`config.mk`:
```
export PLATFORM = sky130hd
export DESIGN_NAME = riscv_mem_arbiter
export DESIGN_NICKNAME = d
export VERILOG_FILES = /design/src/rtl/riscv_mem_pkg.sv /design/src/rtl/riscv_mem_arbiter_rr.sv /design/src/rtl/riscv_mem_arbiter.sv
export SDC_FILE = /design/constraint.sdc
export NUM_CORES = 1
export LEC_CHECK = 0
export CAP_MARGIN = 20
export CORE_MARGIN = 1
export CORE_UTILIZATION = 50
export CTS_BUF_LIST = sky130_fd_sc_hd__clkbuf_8
export CTS_CLUSTER_SIZE = 28
export DETAILED_ROUTE_END_ITERATION = 16
export DONT_BUFFER_PORTS = 1
export GPL_TIMING_DRIVEN = 0
export SETUP_SLACK_MARGIN = 0.4
export SYNTH_ARGS = -nofsm -noshare
export SYNTH_HDL_FRONTEND = slang
export SYNTH_SLANG_ARGS = --single-unit
```
`constraint.sdc`:
```
create_clock -name CLK -period 2.95 [get_ports CLK]
set_input_delay 0.1475 -clock CLK [delete_from_list [all_inputs] [get_ports CLK]]
set_output_delay 0.1475 -clock CLK [all_outputs]
set_load 0.02 [all_outputs]
```
`src/rtl/riscv_mem_pkg.sv`:
```
// Shared definitions for the memory arbiter and the instruction decoder:
// arbiter state encoding, requester port IDs and funct3 access sizes.
package riscv_mem_pkg;

    typedef enum logic [1:0] {
        ST_IDLE = 2'd0,
        ST_BUSY = 2'd1,
        ST_RESP = 2'd2
    } memState_t;

    // Requester port identifiers, used for the owner and last-grant flops
    localparam logic PORT_I = 1'b0;
    localparam logic PORT_D = 1'b1;

    // Access sizes use the RISC-V load/store funct3 encoding
    localparam logic [2:0] MEM_SIZE_B  = 3'b000;
    localparam logic [2:0] MEM_SIZE_H  = 3'b001;
    localparam logic [2:0] MEM_SIZE_W  = 3'b010;
    localparam logic [2:0] MEM_SIZE_BU = 3'b100;
    localparam logic [2:0] MEM_SIZE_HU = 3'b101;

endpackage

```
`src/rtl/riscv_mem_arbiter_rr.sv`:
```
// Combinational two-way round-robin grant between fetch and load/store.
// On a tie the port that was not granted last wins.
module rr_arbiter2
    import riscv_mem_pkg::*;
(
    input  logic iReq,
    input  logic dReq,
    input  logic last,
    output logic grantValid,
    output logic grantPort
);

    // Pick a port: the sole requester, or on a tie the one opposite to last
    always_comb begin
        grantValid = iReq | dReq;
        grantPort  = PORT_I;
        if (iReq && dReq) begin
            grantPort = ~last;
        end else if (dReq) begin
            grantPort = PORT_D;
        end
    end

endmodule

```
`src/rtl/riscv_mem_arbiter.sv`:
```
// Shares one single-ported, variable-latency memory between the fetch and
// load/store paths. Each access is registered onto the memory bus, waits
// for MemAck (or aborts after TIMEOUT idle BUSY cycles, raising a sticky
// BusErr) and completes with a one-cycle Ready pulse to the owning port.
module riscv_mem_arbiter
    import riscv_mem_pkg::*;
#(
    parameter int ADDR_W  = 32,
    parameter int DATA_W  = 32,
    parameter int TIMEOUT = 255
) (
    input  logic              CLK,
    input  logic              RESET,
    input  logic              IReq,
    input  logic [ADDR_W-1:0] IAddr,
    output logic [DATA_W-1:0] IRData,
    output logic              IReady,
    input  logic              DReq,
    input  logic              DWE,
    input  logic [2:0]        DSize,
    input  logic [ADDR_W-1:0] DAddr,
    input  logic [DATA_W-1:0] DWData,
    output logic [DATA_W-1:0] DRData,
    output logic              DReady,
    output logic              MemReq,
    output logic              MemWE,
    output logic [2:0]        MemSize,
    output logic [ADDR_W-1:0] MemA,
    output logic [DATA_W-1:0] MemWD,
    input  logic [DATA_W-1:0] MemRD,
    input  logic              MemAck,
    output logic              BusErr
);

    localparam int               CNT_W   = $clog2(TIMEOUT + 1);
    localparam logic [CNT_W-1:0] CNT_MAX = CNT_W'(TIMEOUT);

    memState_t         stateReg, stateNext;
    logic              ownerReg;
    logic              lastReg;
    logic [CNT_W-1:0]  cntReg;
    logic              busErrReg;
    logic              memWEReg;
    logic [2:0]        memSizeReg;
    logic [ADDR_W-1:0] memAReg;
    logic [DATA_W-1:0] memWDReg;

    logic grantValid;
    logic grantPort;
    logic grantTake;
    logic ackTake;
    logic abortTake;

    rr_arbiter2 uArb (
        .iReq       (IReq),
        .dReq       (DReq),
        .last       (lastReg),
        .grantValid (grantValid),
        .grantPort  (grantPort)
    );

    // Next state plus the grant / ack / abort strobes that drive the datapath
    always_comb begin
        stateNext = stateReg;
        grantTake = 1'b0;
        ackTake   = 1'b0;
        abortTake = 1'b0;
        case (stateReg)
            ST_IDLE: begin
                if (grantValid) begin
                    grantTake = 1'b1;
                    stateNext = ST_BUSY;
                end
            end
            ST_BUSY: begin
                // Ack takes priority over a timeout landing in the same cycle
                if (MemAck) begin
                    ackTake   = 1'b1;
                    stateNext = ST_RESP;
                end else if (cntReg == CNT_MAX) begin
                    abortTake = 1'b1;
                    stateNext = ST_RESP;
                end
            end
            ST_RESP: stateNext = ST_IDLE;
            default: stateNext = ST_IDLE;
        endcase
    end

    // State register
    always_ff @(posedge CLK or negedge RESET) begin
        if (!RESET) begin
            stateReg <= ST_IDLE;
        end else begin
            stateReg <= stateNext;
        end
    end

    // Latch the granted request onto the memory bus; fetches are word reads
    always_ff @(posedge CLK or negedge RESET) begin
        if (!RESET) begin
            ownerReg   <= PORT_I;
            lastReg    <= PORT_D;
            memWEReg   <= 1'b0;
            memSizeReg <= '0;
            memAReg    <= '0;
            memWDReg   <= '0;
        end else if (grantTake) begin
            ownerReg <= grantPort;
            lastReg  <= grantPort;
            if (grantPort == PORT_D) begin
                memWEReg   <= DWE;
                memSizeReg <= DSize;
                memAReg    <= DAddr;
                memWDReg   <= DWData;
            end else begin
                memWEReg   <= 1'b0;
                memSizeReg <= MEM_SIZE_W;
                memAReg    <= IAddr;
                memWDReg   <= '0;
            end
        end
    end

    // Timeout counter: cleared on BUSY entry, counts un-acked BUSY cycles, saturates
    always_ff @(posedge CLK or negedge RESET) begin
        if (!RESET) begin
            cntReg <= '0;
        end else if (grantTake) begin
            cntReg <= '0;
        end else if (stateReg == ST_BUSY && !MemAck && cntReg != CNT_MAX) begin
            cntReg <= cntReg + CNT_W'(1);
        end
    end

    // Sticky bus error, only reset clears it
    always_ff @(posedge CLK or negedge RESET) begin
        if (!RESET) begin
            busErrReg <= 1'b0;
        end else if (abortTake) begin
            busErrReg <= 1'b1;
        end
    end

    // One read-data holding register per port, updated only on that port's completion
    genvar gi;
    generate
        for (gi = 0; gi < 2; gi++) begin : gRData
            localparam logic PORT_ID = (gi == 0) ? PORT_I : PORT_D;
            logic [DATA_W-1:0] dataReg;

            // Capture memory data on ack, or zero on abort, for the owning port
            always_ff @(posedge CLK or negedge RESET) begin
                if (!RESET) begin
                    dataReg <= '0;
                end else if ((ackTake || abortTake) && ownerReg == PORT_ID) begin
                    dataReg <= ackTake ? MemRD : '0;
                end
            end
        end
    endgenerate

    assign IRData  = gRData[0].dataReg;
    assign DRData  = gRData[1].dataReg;
    assign IReady  = (stateReg == ST_RESP) && (ownerReg == PORT_I);
    assign DReady  = (stateReg == ST_RESP) && (ownerReg == PORT_D);
    assign MemReq  = (stateReg == ST_BUSY);
    assign MemWE   = memWEReg;
    assign MemSize = memSizeReg;
    assign MemA    = memAReg;
    assign MemWD   = memWDReg;
    assign BusErr  = busErrReg;

endmodule

```
==> metrics.cfg, run 1 <==
[placement]
port-buffer-count=0
dp_hpwl_um=9200
gp_congestion=0.8143

[logic_synthesis]
synth_cell_types=39
yosysSeqAreaShare_pct=64.44
synthCells=432
synth_ff_type=dfrtp_1
syn_nets=570
syn-cell-area_um2=5633
synth_area_per_cell_um2=13.04
synth_edf_count=0
ys_warn_count=0
synth_top_area_share_pct=63.97
ys_top_cells_by_area=dfrtp_1 (64%), a22o_1 (15%), mux2i_1 (6.0%), o21ai_0 (3.2%), nand2_1 (2.5%)
netlist.top_cell.by_area=dfrtp_1
ys_async_sr_fraction_pct=100.0
synth-seq-cells=145

[clock_network]
ctsHtreeMaxLevel=4
cts_buffer_depth=2
clkSinkCount=145
cts_buffers=17
hold_buffers=123
cts_resized=0
clockRootBuffer=clkbuf_8
postCtsSetupBuffers=0

[run_status]
stop_error=[ERROR RSZ-0060] Max buffer count reached.
lastStage=clock tree synthesis
status=stopped before the end

[floorplanning]
io_pins=273
die_h_um=108.1
rows=38
start_util_pct=51.74
die_w_um=108.1

-- synth_stat cells (2+ instances only) --
master and count:
a21oi_1 2, buf_4 3, buf_1 2, and2_1 2, nor3b_1 2, buf_2 13
mux2i_1 34, clkbuf_1 15, nand4_2 2, a22o_1 99, nor3_1 2, nand2_1 38
inv_1 3, nand3_1 5, dfrtp_1 144, a21o_1 3, nor2_1 6, o21ai_0 36
-- cell families after synthesis --
group	synth area share [%]
AOI/OAI and AO/OA	20.79
buffers and inverters	2.954
muxes	6.042
and+or+nand+nor	5.553
adders and majority gates	0.2221
DFF	64.44
-- stage by stage --
step           worst slack, ns  utilization, %  area, um^2  hold WS [ns]  std cells
3_3_place_gp             1.015           53.34        5808       -0.1455        572
2_1_floorplan            1.359               -        5633       -0.1481        432
3_5_place_dp             1.012           53.34        5808       -0.1454        572
==> inputs of run 2 (changes only) <==
- CORE_UTILIZATION: 50 -> 35
- CTS_BUF_LIST: sky130_fd_sc_hd__clkbuf_8 -> default
- CTS_CLUSTER_SIZE: 28 -> default
- PLACE_DENSITY_LB_ADDON: default -> 0.15
- SETUP_SLACK_MARGIN: 0.4 -> default
==> run 2 against run 1 <==
The flow now finishes, with violations (hold timing). Synthesized cell count is the same. Synthesized area is the same.
==> metrics.cfg, run 2 <==
[global_route]
grt_pass1_wl_um=23370
grt_max_degree=146
grt-ovfl-total=0
grtUsageTotal_pct=18.42
grt_pass1_vias=4436
antenna_found_initial=0

[floorplanning]
dieArea_um2=16600
io_pins=273  ; unchanged
start_util_pct=35.72  ; -16 points
die_w_um=128.9  ; +19%
core_um2=15770
rows=46  ; +21%
die_h_um=128.9  ; +19%

[finish]
nFillCells=1394
layout_commonest_cell=dfrtp_1
multi_input_area_um2=1837
area_growth_pct=39.05
nets=720
final_cell_mix=dfrtp_1 (144), dlygate4sd3_1 (131), a22o_1 (99)
seq_area_um2=3630
n_antenna_cell=0
layout-drive-gt1-share_pct=9.259

[critical_path]
cp.required_ns=3.23
crit_arrival_ns=2.35
start_kind=flop
crit_path_max_fanout=10
cp-startpoint=lastReg
crit_path_end_kind=flop
reg2reg_from=lastReg
crit_type=reg2reg

[routing]
routed_wl_um=14990
via_per_inst=5.170
drc=0
drt_pass1_iterations=4
vias=4188
ant_nets=0
drt-initial-drc-count=147
wl_per_cell_um=18.51

[logic_synthesis]
synth-seq-cells=145  ; unchanged
synth_area_per_cell_um2=13.04  ; unchanged
synth_ff_type=dfrtp_1
synth_top_family_by_area=compound AO/OA/AOI/OAI gates
yosysSeqAreaShare_pct=64.44  ; unchanged
synth-compound-area-share_pct=20.79  ; unchanged
synthAdderAreaFrac_pct=0.2221  ; unchanged
synth_most_common_cell=dfrtp_1
synth-xor-area-share_pct=0  ; unchanged
synthCells=432  ; unchanged
synthMuxAreaShare_pct=6.042  ; unchanged
synth_cell_types=39  ; unchanged
synth_top_area_share_pct=63.97  ; unchanged
ys_warn_count=0  ; unchanged
synth_simple_gate_area_share_pct=5.553  ; unchanged
ys_async_sr_fraction_pct=100.0  ; unchanged
ys_top_cells_by_area=dfrtp_1 (64%), a22o_1 (15%), mux2i_1 (6.0%), o21ai_0 (3.2%), nand2_1 (2.5%)
synth_edf_count=0  ; unchanged
netlist.top_cell.by_area=dfrtp_1
syn-cell-area_um2=5633  ; unchanged
synthTopCellsByCount=dfrtp_1 (144), a22o_1 (99), nand2_1 (38)
syn_nets=570  ; unchanged

[run_status]
violations=hold timing
status=finished with violations

[clock_network]
cts_buffers=17  ; unchanged
postCtsSetupBuffers=0  ; unchanged
cts_buffer_depth=2  ; unchanged
clock_latency_ns=0.42
clkSinkCount=145  ; unchanged
ctsHtreeMaxLevel=4  ; unchanged
cts_resized=0  ; unchanged
clockRootBuffer=clkbuf_16
cts_tree=yes
clk_pin_slew_worst_paths_ns=0.06
hold_buffers=131  ; +6.5%

[sta]
holdWs_ns=-0.5758
fin_worst_skew_ns=0.009175
rsz0062_at_grt=no
timing.fmax_mhz=482.8
finalCritPeriodShare_pct=70.22
finalSetupViolCount=0
relSlewSlack_pct=40.93
fin_crit_ns=2.071
tightestPinTransition_ns=0.8841
slew_viol_final=0
finalHoldViolations=145
setup_tns_ns=0

[job]
drv_cap=0

[power]
peakVddDrop_uv=462.5
p_per_area_nw_per_um2=1124
power.total_uw=8804
p_leak_uw=0.003636

[placement]
dp_hpwl_um=9885  ; +7.4%
port-buffer-count=0  ; unchanged
gp_congestion=0.7388  ; -9.3%

[worst_hold_path]
min_path_type=in2async

-- run 2: cell counts after synthesis --
No cell type changed its count.
-- run 2: power breakdown --
part | leakage [uW] | internal (uW) | switching, uW | total [uW]
combinational | 0.00151 | 957 | 905 | 1860
clock | 0.000296 | 1410 | 836 | 2250
sequential | 0.00183 | 2890 | 1800 | 4690
-- run 2: worst max-delay path, stage by stage (launching register included) --
cell           delay, ns
dfstp_2             0.37
a21boi_0            0.14
buf_2               0.22
buf_2               0.32
mux2i_1             0.24
dlygate4sd3_1       0.57
o21ai_0             0.08
-- run 2: worst paths after layout --
path,end,cells past startpoint,slack (ns)
max,MemA[12],6,0.88
max reg2reg,MemA[12],6,0.88
max in group asynchronous,lastReg,0,3.28
min,DRData[11],0,-0.58
min reg2reg,lastReg,1,0.51
min in group CLK,MemA[2],2,0.04
-- run 2: area by class of cell --
| class | count | share of cell area [%] |
|---|---|---|
| buffer | 33 | 1.933 |
| sequential | 145 | 46.34 |
| multi-input combinational | 250 | 23.45 |
| clock buffer | 18 | 5.479 |
| timing repair buffer | 131 | 16.74 |
| tap | 216 | 3.450 |
| inverter | 4 | 0.1917 |
| clock inverter | 13 | 2.412 |
-- run 2: metrics by stage --
stage	util [%]	hold slack (ns)	cell area (um^2)	worst slack (ns)	cells
floorplan	-	-0.1481	5633	1.359	432
global placement	37.43	-0.1452	5903	0.9856	648
detailed placement	37.43	-0.1447	5903	0.9246	648
CTS	49.67	-0.5991	7833	0.8398	810
global route	49.67	-0.5989	7833	0.7174	810
finish	49.67	-0.5758	7833	0.8785	810
-- run 2: metal layers --
metal / wire (um) / global-route usage [%]
met5: 0 / 0
met4: 245 / 7.266
met3: 1334 / 7.318
met2: 7081 / 29.38
met1: 6330 / 22.34
-- run 2: kinds of logic after synthesis --
kind of cell               Yosys count
AOI/OAI and AO/OA                  151
adders and majority gates            1
buffers and inverters               37
DFF                                145
muxes                               34
and+or+nand+nor                     64
Note: power is estimated with default switching activity, not from simulation.
